<file path="src/rtl/xadc_multi_channel_monitor.sv">
// ---------------------------------------------------------------------------
// xadc_multi_channel_monitor
//
// Purpose:
//   DRP read sequencer for the on-chip XADC. Each end-of-conversion on a mapped
//   channel triggers one DRP read. 2^AVG_LOG2 samples per channel are averaged.
//   The latest average per channel is kept in a small result file, and sticky
//   high/low threshold alarms, a sticky DRP timeout flag and a saturating count
//   of dropped conversions are maintained.
//
// Ports:
//   clk, reset            system/DRP clock, asynchronous active-high reset
//   eoc_in, channel_in    XADC end-of-conversion pulse and its channel number
//   den_out, daddr_out,
//   dwe_out               DRP request (read only, dwe_out tied low)
//   drdy_in, do_in        DRP read response
//   thr_hi_in, thr_lo_in  packed per-channel thresholds, channel i at [i*ADC_BITS +: ADC_BITS]
//   clear_in              synchronous clear of alarms, errors, accumulators, overrun count
//   rd_sel_in/rd_data_out registered read port into the result file
//   result_*_out          one-cycle notification of each new average
//   alarm_*_out           sticky threshold alarms and their OR
//   timeout_err_out       sticky DRP timeout flag
//   overrun_cnt_out       saturating count of eoc_in pulses dropped while busy
//   busy_out              sequencer not idle
// ---------------------------------------------------------------------------
module xadc_multi_channel_monitor #(
    parameter int                N_CH         = 4,
    parameter int                ADC_BITS     = 12,
    parameter int                AVG_LOG2     = 2,
    parameter logic [N_CH*5-1:0] CH_MAP       = {5'h06, 5'h02, 5'h01, 5'h00},
    parameter int                DRDY_TIMEOUT = 64,
    localparam int               SEL_W        = (N_CH > 1) ? $clog2(N_CH) : 1
) (
    input  logic                     clk,
    input  logic                     reset,
    input  logic                     eoc_in,
    input  logic [4:0]               channel_in,
    output logic                     den_out,
    output logic [6:0]               daddr_out,
    output logic                     dwe_out,
    input  logic                     drdy_in,
    input  logic [15:0]              do_in,
    input  logic [N_CH*ADC_BITS-1:0] thr_hi_in,
    input  logic [N_CH*ADC_BITS-1:0] thr_lo_in,
    input  logic                     clear_in,
    input  logic [SEL_W-1:0]         rd_sel_in,
    output logic [ADC_BITS-1:0]      rd_data_out,
    output logic                     result_valid_out,
    output logic [SEL_W-1:0]         result_ch_out,
    output logic [ADC_BITS-1:0]      result_data_out,
    output logic [N_CH-1:0]          alarm_hi_out,
    output logic [N_CH-1:0]          alarm_lo_out,
    output logic                     alarm_any_out,
    output logic                     timeout_err_out,
    output logic [7:0]               overrun_cnt_out,
    output logic                     busy_out
);

    localparam logic [1:0] S_IDLE = 2'd0;
    localparam logic [1:0] S_REQ  = 2'd1;
    localparam logic [1:0] S_WAIT = 2'd2;
    localparam logic [1:0] S_ACC  = 2'd3;

    localparam int ACC_W = ADC_BITS + AVG_LOG2;
    localparam int CNT_W = AVG_LOG2 + 1;
    localparam int TMR_W = $clog2(DRDY_TIMEOUT + 1);
    localparam logic [CNT_W-1:0] CNT_LAST = CNT_W'((1 << AVG_LOG2) - 1);
    localparam logic [TMR_W-1:0] TMR_LAST = TMR_W'(DRDY_TIMEOUT - 1);

    logic [1:0]          r_state;
    logic [SEL_W-1:0]    r_idx;
    logic [6:0]          r_daddr;
    logic [TMR_W-1:0]    r_timer;
    logic [ADC_BITS-1:0] r_sample;
    logic [ACC_W-1:0]    r_acc  [N_CH];
    logic [CNT_W-1:0]    r_cnt  [N_CH];
    logic [ADC_BITS-1:0] r_file [N_CH];
    logic                r_valid;
    logic [SEL_W-1:0]    r_res_ch;
    logic [ADC_BITS-1:0] r_res_data;
    logic [N_CH-1:0]     r_alarm_hi;
    logic [N_CH-1:0]     r_alarm_lo;
    logic                r_timeout;
    logic [7:0]          r_ovr;
    logic [ADC_BITS-1:0] r_rd_data;

    logic                w_hit;
    logic [SEL_W-1:0]    w_hit_idx;
    logic [ADC_BITS-1:0] w_thr_hi [N_CH];
    logic [ADC_BITS-1:0] w_thr_lo [N_CH];
    logic [ACC_W-1:0]    w_sum;
    logic                w_last;
    logic [ADC_BITS-1:0] w_avg;
    logic [N_CH-1:0]     w_hi_set;
    logic [N_CH-1:0]     w_lo_set;
    logic                w_timeout_set;
    logic                w_unused_do;

    // Channel lookup: scanning from the top down lets the lowest matching
    // map index win when CH_MAP holds duplicates.
    always_comb begin
        // NOTE: defaults first so every path assigns every output -> no latch.
        w_hit     = 1'b0;
        w_hit_idx = '0;
        for (int i = N_CH - 1; i >= 0; i--) begin
            if (CH_MAP[i*5 +: 5] == channel_in) begin
                w_hit     = 1'b1;
                w_hit_idx = SEL_W'(i);
            end
        end
    end

    always_comb begin
        for (int i = 0; i < N_CH; i++) begin
            w_thr_hi[i] = thr_hi_in[i*ADC_BITS +: ADC_BITS];
            w_thr_lo[i] = thr_lo_in[i*ADC_BITS +: ADC_BITS];
        end
    end

    // The accumulator is sized so 2^AVG_LOG2 full-scale samples cannot
    // overflow; the average is simply its top ADC_BITS bits.
    assign w_sum  = r_acc[r_idx] + ACC_W'(r_sample);
    assign w_last = (r_cnt[r_idx] == CNT_LAST);
    assign w_avg  = w_sum[ACC_W-1 -: ADC_BITS];

    always_comb begin
        w_hi_set = '0;
        w_lo_set = '0;
        if (r_state == S_ACC && w_last) begin
            w_hi_set[r_idx] = (w_avg > w_thr_hi[r_idx]);
            w_lo_set[r_idx] = (w_avg < w_thr_lo[r_idx]);
        end
    end

    assign w_timeout_set = (r_state == S_WAIT) && !drdy_in && (r_timer >= TMR_LAST);

    // Low result bits below the ADC code are not used.
    assign w_unused_do = ^do_in;

    always_ff @(posedge clk or posedge reset) begin
        if (reset) begin
            // NOTE: non-blocking assignments throughout sequential logic so all
            // registers update from pre-edge values.
            r_state    <= S_IDLE;
            r_idx      <= '0;
            r_daddr    <= '0;
            r_timer    <= '0;
            r_sample   <= '0;
            r_valid    <= 1'b0;
            r_res_ch   <= '0;
            r_res_data <= '0;
            r_alarm_hi <= '0;
            r_alarm_lo <= '0;
            r_timeout  <= 1'b0;
            r_ovr      <= '0;
            // NOTE: the result file is a handful of flops, not RAM, so it is
            // reset with everything else to give a defined readback.
            for (int i = 0; i < N_CH; i++) begin
                r_acc[i]  <= '0;
                r_cnt[i]  <= '0;
                r_file[i] <= '0;
            end
        end else begin
            r_valid <= 1'b0;

            // Conversions arriving while a read is in flight are dropped.
            if (clear_in) begin
                r_ovr <= '0;
            end else if (eoc_in && r_state != S_IDLE && r_ovr != 8'hFF) begin
                r_ovr <= r_ovr + 8'd1;
            end

            // A new alarm or timeout on the clear edge survives the clear.
            r_alarm_hi <= (clear_in ? '0 : r_alarm_hi) | w_hi_set;
            r_alarm_lo <= (clear_in ? '0 : r_alarm_lo) | w_lo_set;
            r_timeout  <= (clear_in ? 1'b0 : r_timeout) | w_timeout_set;

            case (r_state)
                S_IDLE: begin
                    if (eoc_in && w_hit) begin
                        r_idx   <= w_hit_idx;
                        r_daddr <= {2'b00, channel_in};
                        r_state <= S_REQ;
                    end
                end
                S_REQ: begin
                    // The den cycle itself counts as the first timeout cycle.
                    r_timer <= TMR_W'(1);
                    r_state <= S_WAIT;
                end
                S_WAIT: begin
                    if (drdy_in) begin
                        r_sample <= do_in[15 -: ADC_BITS];
                        r_state  <= S_ACC;
                    end else if (w_timeout_set) begin
                        r_state <= S_IDLE;
                    end else begin
                        r_timer <= r_timer + TMR_W'(1);
                    end
                end
                S_ACC: begin
                    if (w_last) begin
                        r_file[r_idx] <= w_avg;
                        r_acc[r_idx]  <= '0;
                        r_cnt[r_idx]  <= '0;
                        r_valid       <= 1'b1;
                        r_res_ch      <= r_idx;
                        r_res_data    <= w_avg;
                    end else begin
                        r_acc[r_idx] <= w_sum;
                        r_cnt[r_idx] <= r_cnt[r_idx] + CNT_W'(1);
                    end
                    r_state <= S_IDLE;
                end
                default: r_state <= S_IDLE;
            endcase

            // Clear overrides the sequencer and partial sums, not the result file.
            if (clear_in) begin
                r_state <= S_IDLE;
                for (int i = 0; i < N_CH; i++) begin
                    r_acc[i] <= '0;
                    r_cnt[i] <= '0;
                end
            end
        end
    end

    always_ff @(posedge clk or posedge reset) begin
        if (reset) begin
            r_rd_data <= '0;
        end else begin
            r_rd_data <= (32'(rd_sel_in) < N_CH) ? r_file[rd_sel_in] : '0;
        end
    end

    assign den_out          = (r_state == S_REQ);
    assign daddr_out        = r_daddr;
    assign dwe_out          = 1'b0;
    assign rd_data_out      = r_rd_data;
    assign result_valid_out = r_valid;
    assign result_ch_out    = r_res_ch;
    assign result_data_out  = r_res_data;
    assign alarm_hi_out     = r_alarm_hi;
    assign alarm_lo_out     = r_alarm_lo;
    assign alarm_any_out    = |{r_alarm_hi, r_alarm_lo};
    assign timeout_err_out  = r_timeout;
    assign overrun_cnt_out  = r_ovr;
    assign busy_out         = (r_state != S_IDLE);

endmodule
</file>
<file path="config.mk">
export PLATFORM = sky130hd
export DESIGN_NAME = xadc_multi_channel_monitor
export DESIGN_NICKNAME = d
export VERILOG_FILES = /design/src/rtl/xadc_multi_channel_monitor.sv
export SDC_FILE = /design/constraint.sdc
export NUM_CORES = 1
export LEC_CHECK = 0
export ABC_AREA = 1
export CAP_MARGIN = 20
export CORE_AREA = 5 5 144 146
export CTS_CLUSTER_SIZE = 12
export DETAILED_ROUTE_END_ITERATION = 8
export DIE_AREA = 0 0 149 151
export HOLD_SLACK_MARGIN = 0.12
export PLACE_DENSITY = 0.88
export SETUP_SLACK_MARGIN = 0.4
export SLEW_MARGIN = 40
export SYNTH_ARGS = -nofsm -noshare
export SYNTH_HDL_FRONTEND = slang
export SYNTH_SLANG_ARGS = --single-unit
</file>
<file path="constraint.sdc">
create_clock -name clk -period 6.8 [get_ports clk]
set_clock_uncertainty 0.1 [all_clocks]
set_input_delay 0.68 -clock clk [delete_from_list [all_inputs] [get_ports clk]]
set_output_delay 0.68 -clock clk [all_outputs]
set_load 0.03 [all_outputs]
</file>
==> results.sh <==
export IMPL_cts_clk_slew_worst_paths_ps=70
export IMPL_reg2reg_slack_ps=1630
export IMPL_drt_total_wl_mm=30.37
export IMPL_power_density_nw_per_um2=453.7
export IMPL_grt_pass1_wl_mm=48.09
export IMPL_tns_ps=0
export IMPL_cp_max_fo=39
export IMPL_layout_commonest_cell="nand2_1"
export IMPL_met2_usage_pct=44.67
export IMPL_syn_inst=1262
export IMPL_dpl_hpwl_mm=21.56
export IMPL_fin_crit_sh_pct=75.97
export IMPL_use_met3_pct=4.937
export IMPL_hold_buffers=0
export IMPL_reg2reg_depth=21
export IMPL_cts_root_buffer="clkbuf_16"
export IMPL_power_total_mw=5.763
export IMPL_r2r_start="r_idx[0]$_DFFE_PP0P_"
export IMPL_hp_class="flop to flop"
export IMPL_crit_type="flop to flop"
export IMPL_critPathArrivalTime_ps=5360
export IMPL_syn_avg_cell_area_sq_um=8.049
export IMPL_seqCellArea_sq_um=4705
export IMPL_gp_congestion=0.9599
export IMPL_tightest_slew_ps=861.0
export IMPL_startpoint_type="flop"
export IMPL_netlist_area_leader_share_pct=46.32
export IMPL_grt_pass1_vias=9409
export IMPL_design_portCount=179
export IMPL_cts_resized=0
export IMPL_hp_start="daddr_out[3]$_DFFE_PP0P_"
export IMPL_ir_worst_vdd_mv=0.3033
export IMPL_drive_above_1_share_pct=5.540
export IMPL_first_pass_iters=6
export IMPL_synth_distinct_cells=50
export IMPL_num_rows=51
export IMPL_timing_final_ws_setup_ps=1634
export IMPL_fmax_ghz=0.1936
export IMPL_clk_latency_ps=450
export IMPL_num_vias=9735
export IMPL_fin_crit_ps=5166
export IMPL_grt_max_degree=123
export IMPL_synth_warnings=0
export IMPL_htreeDepth=4
export IMPL_dieArea_sq_um=22500
export IMPL_die_w_um=149
export IMPL_gr_usage_all_layers_pct=27.14
export IMPL_slew_headroom_pct=42.40
export IMPL_multi_input_area_sq_um=4762
export IMPL_maxCapViolations=0
export IMPL_drc=0
export IMPL_antenna_found_initial=0
export IMPL_n_antenna_cell=0
export IMPL_ys_seq_area_share_pct=46.32
export IMPL_min_to="daddr_out[3]$_DFFE_PP0P_"
export IMPL_synth_top_cell_by_area="dfrtp_1"
export IMPL_status="finished clean"
export IMPL_drt_iter0_markers=1040
export IMPL_clockBufferDepth=2
export IMPL_grt_overflow_total=0
export IMPL_crit_required_ps=7000
export IMPL_synthesis_area_sq_um=10160
export IMPL_final_cell_mix="nand2_1, dfrtp_1, clkdlybuf4s50_1, o21ai_0, inv_1"
export IMPL_synth_area_leaders="dfrtp_1, nand2_1, o21ai_0"
export IMPL_finalSetupViolations=0
export IMPL_rsz0062_at_grt="no"
export IMPL_fin_util_pct=65.92
export IMPL_coreArea_sq_um=19270
export IMPL_dp_slack_ps=1825
export IMPL_finalHoldViolCount=0
export IMPL_area_growth_pct=25.07
export IMPL_met1_usage_pct=34.63
export IMPL_drtAntennaViolNets=0
export IMPL_endpoint_kind="flop"
export IMPL_cts_setup_buffers=0
export IMPL_ys_ff_latch=188
export IMPL_cts_made_buffers=17
export IMPL_io_buffers=171
export IMPL_leakagePower_nw=6.124
export IMPL_grt_most_used_layer="met2"
export IMPL_fillers=1532
export IMPL_report_final_slew_viol_count=0
export IMPL_hold_ws_ps=382.0
export IMPL_cts_num_sinks=188
export IMPL_viasPerCell=5.757
export IMPL_cts_tree="done"
export IMPL_final_nets=1582
export IMPL_start_util_pct=52.71
export IMPL_min_path_cells=2
export IMPL_fp_dieH_um=151
export IMPL_wl_per_cell_um=17.96
export IMPL_worstReg2RegEnd="alarm_hi_out[0]$_DFF_PP0_"
critical path: stages (launching register included):
cell	delay (ps)
dfrtp_1	550
nand2_2	370
inv_2	720
a22oi_1	150
o221ai_1	130
ha_1	340
nand2_1	130
nand3_1	160
nand2_1	100
nand2_1	100
nand2_1	110
nand2_1	50
nand2_1	80
inv_1	50
nor2_1	640
ha_1	370
a21oi_1	160
nor2_1	60
a211oi_1	170
nand3_1	90
nand2_1	220
o21ai_0	140
cell usage after synthesis (all sizes together):
master  instances
a211oi          1
a21boi          1
a21o            1
a21oi          51
a221oi         22
a22o           22
a22oi          14
a31oi           4
a32o            1
and2            2
buf            26
clkbuf         23
clkinv          2
conb            1
dfrtp         188
fa              1
ha             44
inv           124
nand2         375
nand3          46
nand3b          1
nand4          11
nor2          101
nor3            4
nor4            2
o211a           1
o211ai          5
o21a            1
o21ai         123
o21bai          2
o221ai         14
o22ai          33
o31ai           5
o32ai           2
or2             1
xnor2           2
xor2            5
how the worst max path moves through the flow:
stage	startpoint	endpoint	slack, ps
final	r_idx[0]$_DFFE_PP0P_	alarm_hi_out[0]$_DFF_PP0_	1630
after global routing	r_idx[0]$_DFFE_PP0P_	alarm_hi_out[0]$_DFF_PP0_	1390
after CTS	r_idx[1]$_DFFE_PP0P_	alarm_hi_out[0]$_DFF_PP0_	1740
after detailed placement	r_idx[1]$_DFFE_PP0P_	alarm_hi_out[1]$_DFF_PP0_	1830
after global placement	r_idx[1]$_DFFE_PP0P_	alarm_hi_out[0]$_DFF_PP0_	1930
after floorplan	reset	alarm_hi_out[0]$_DFF_PP0_	910
metal layers:
| layer | wire [um] | share of wire, % |
|---|---|---|
| met5 | 0 | 0 |
| met4 | 1330 | 4.4 |
| met3 | 2361 | 7.8 |
| met2 | 15050 | 50 |
| met1 | 11630 | 38 |
cells by family (layout without fill, tap and decap cells):
kind of cell               count (synthesis)  count (layout)  share of synthesized area (%)
DFF                                      188             188                          46.32
other                                      1               3                        0.03692
adders and majority gates                 45              45                          5.617
buffers and inverters                    175             337                          6.874
and+or+nand+nor                          543             543                          21.89
AOI/OAI and AO/OA                        303             303                          18.66
xor gates and xnor gates                   7               7                         0.6036
per-stage QoR:
step	instance area [sq um]	cells
2_1_floorplan	10160	1264
3_3_place_gp	12030	1657
3_5_place_dp	12070	1659
4_1_cts	12700	1691
5_1_grt	12700	1691
6_report	12700	1691
flip-flops by register name, indices dropped and copies added (netlist names), 5 cells and up:
register         flops
r_acc               56
r_file              48
r_cnt               12
r_sample            12
rd_data_out         12
result_data_out     12
overrun_cnt_out      8
r_timer              7
daddr_out            5
where the power goes:
group	switching (mW)	total [mW]	internal [mW]
combinational	2.10	3.13	1.03
clock	0.459	1.08	0.623
sequential	0.179	1.55	1.37
final cells by class:
type	instances	area share, %
well taps	265	2.610
clock buffers	17	3.349
clock inverters	15	1.645
inverters	126	3.822
flip-flops and latches	188	37.03
repair buffers	179	14.05
multi-input cells	901	37.49
No activity file was read; power rests on OpenSTA's default activity.
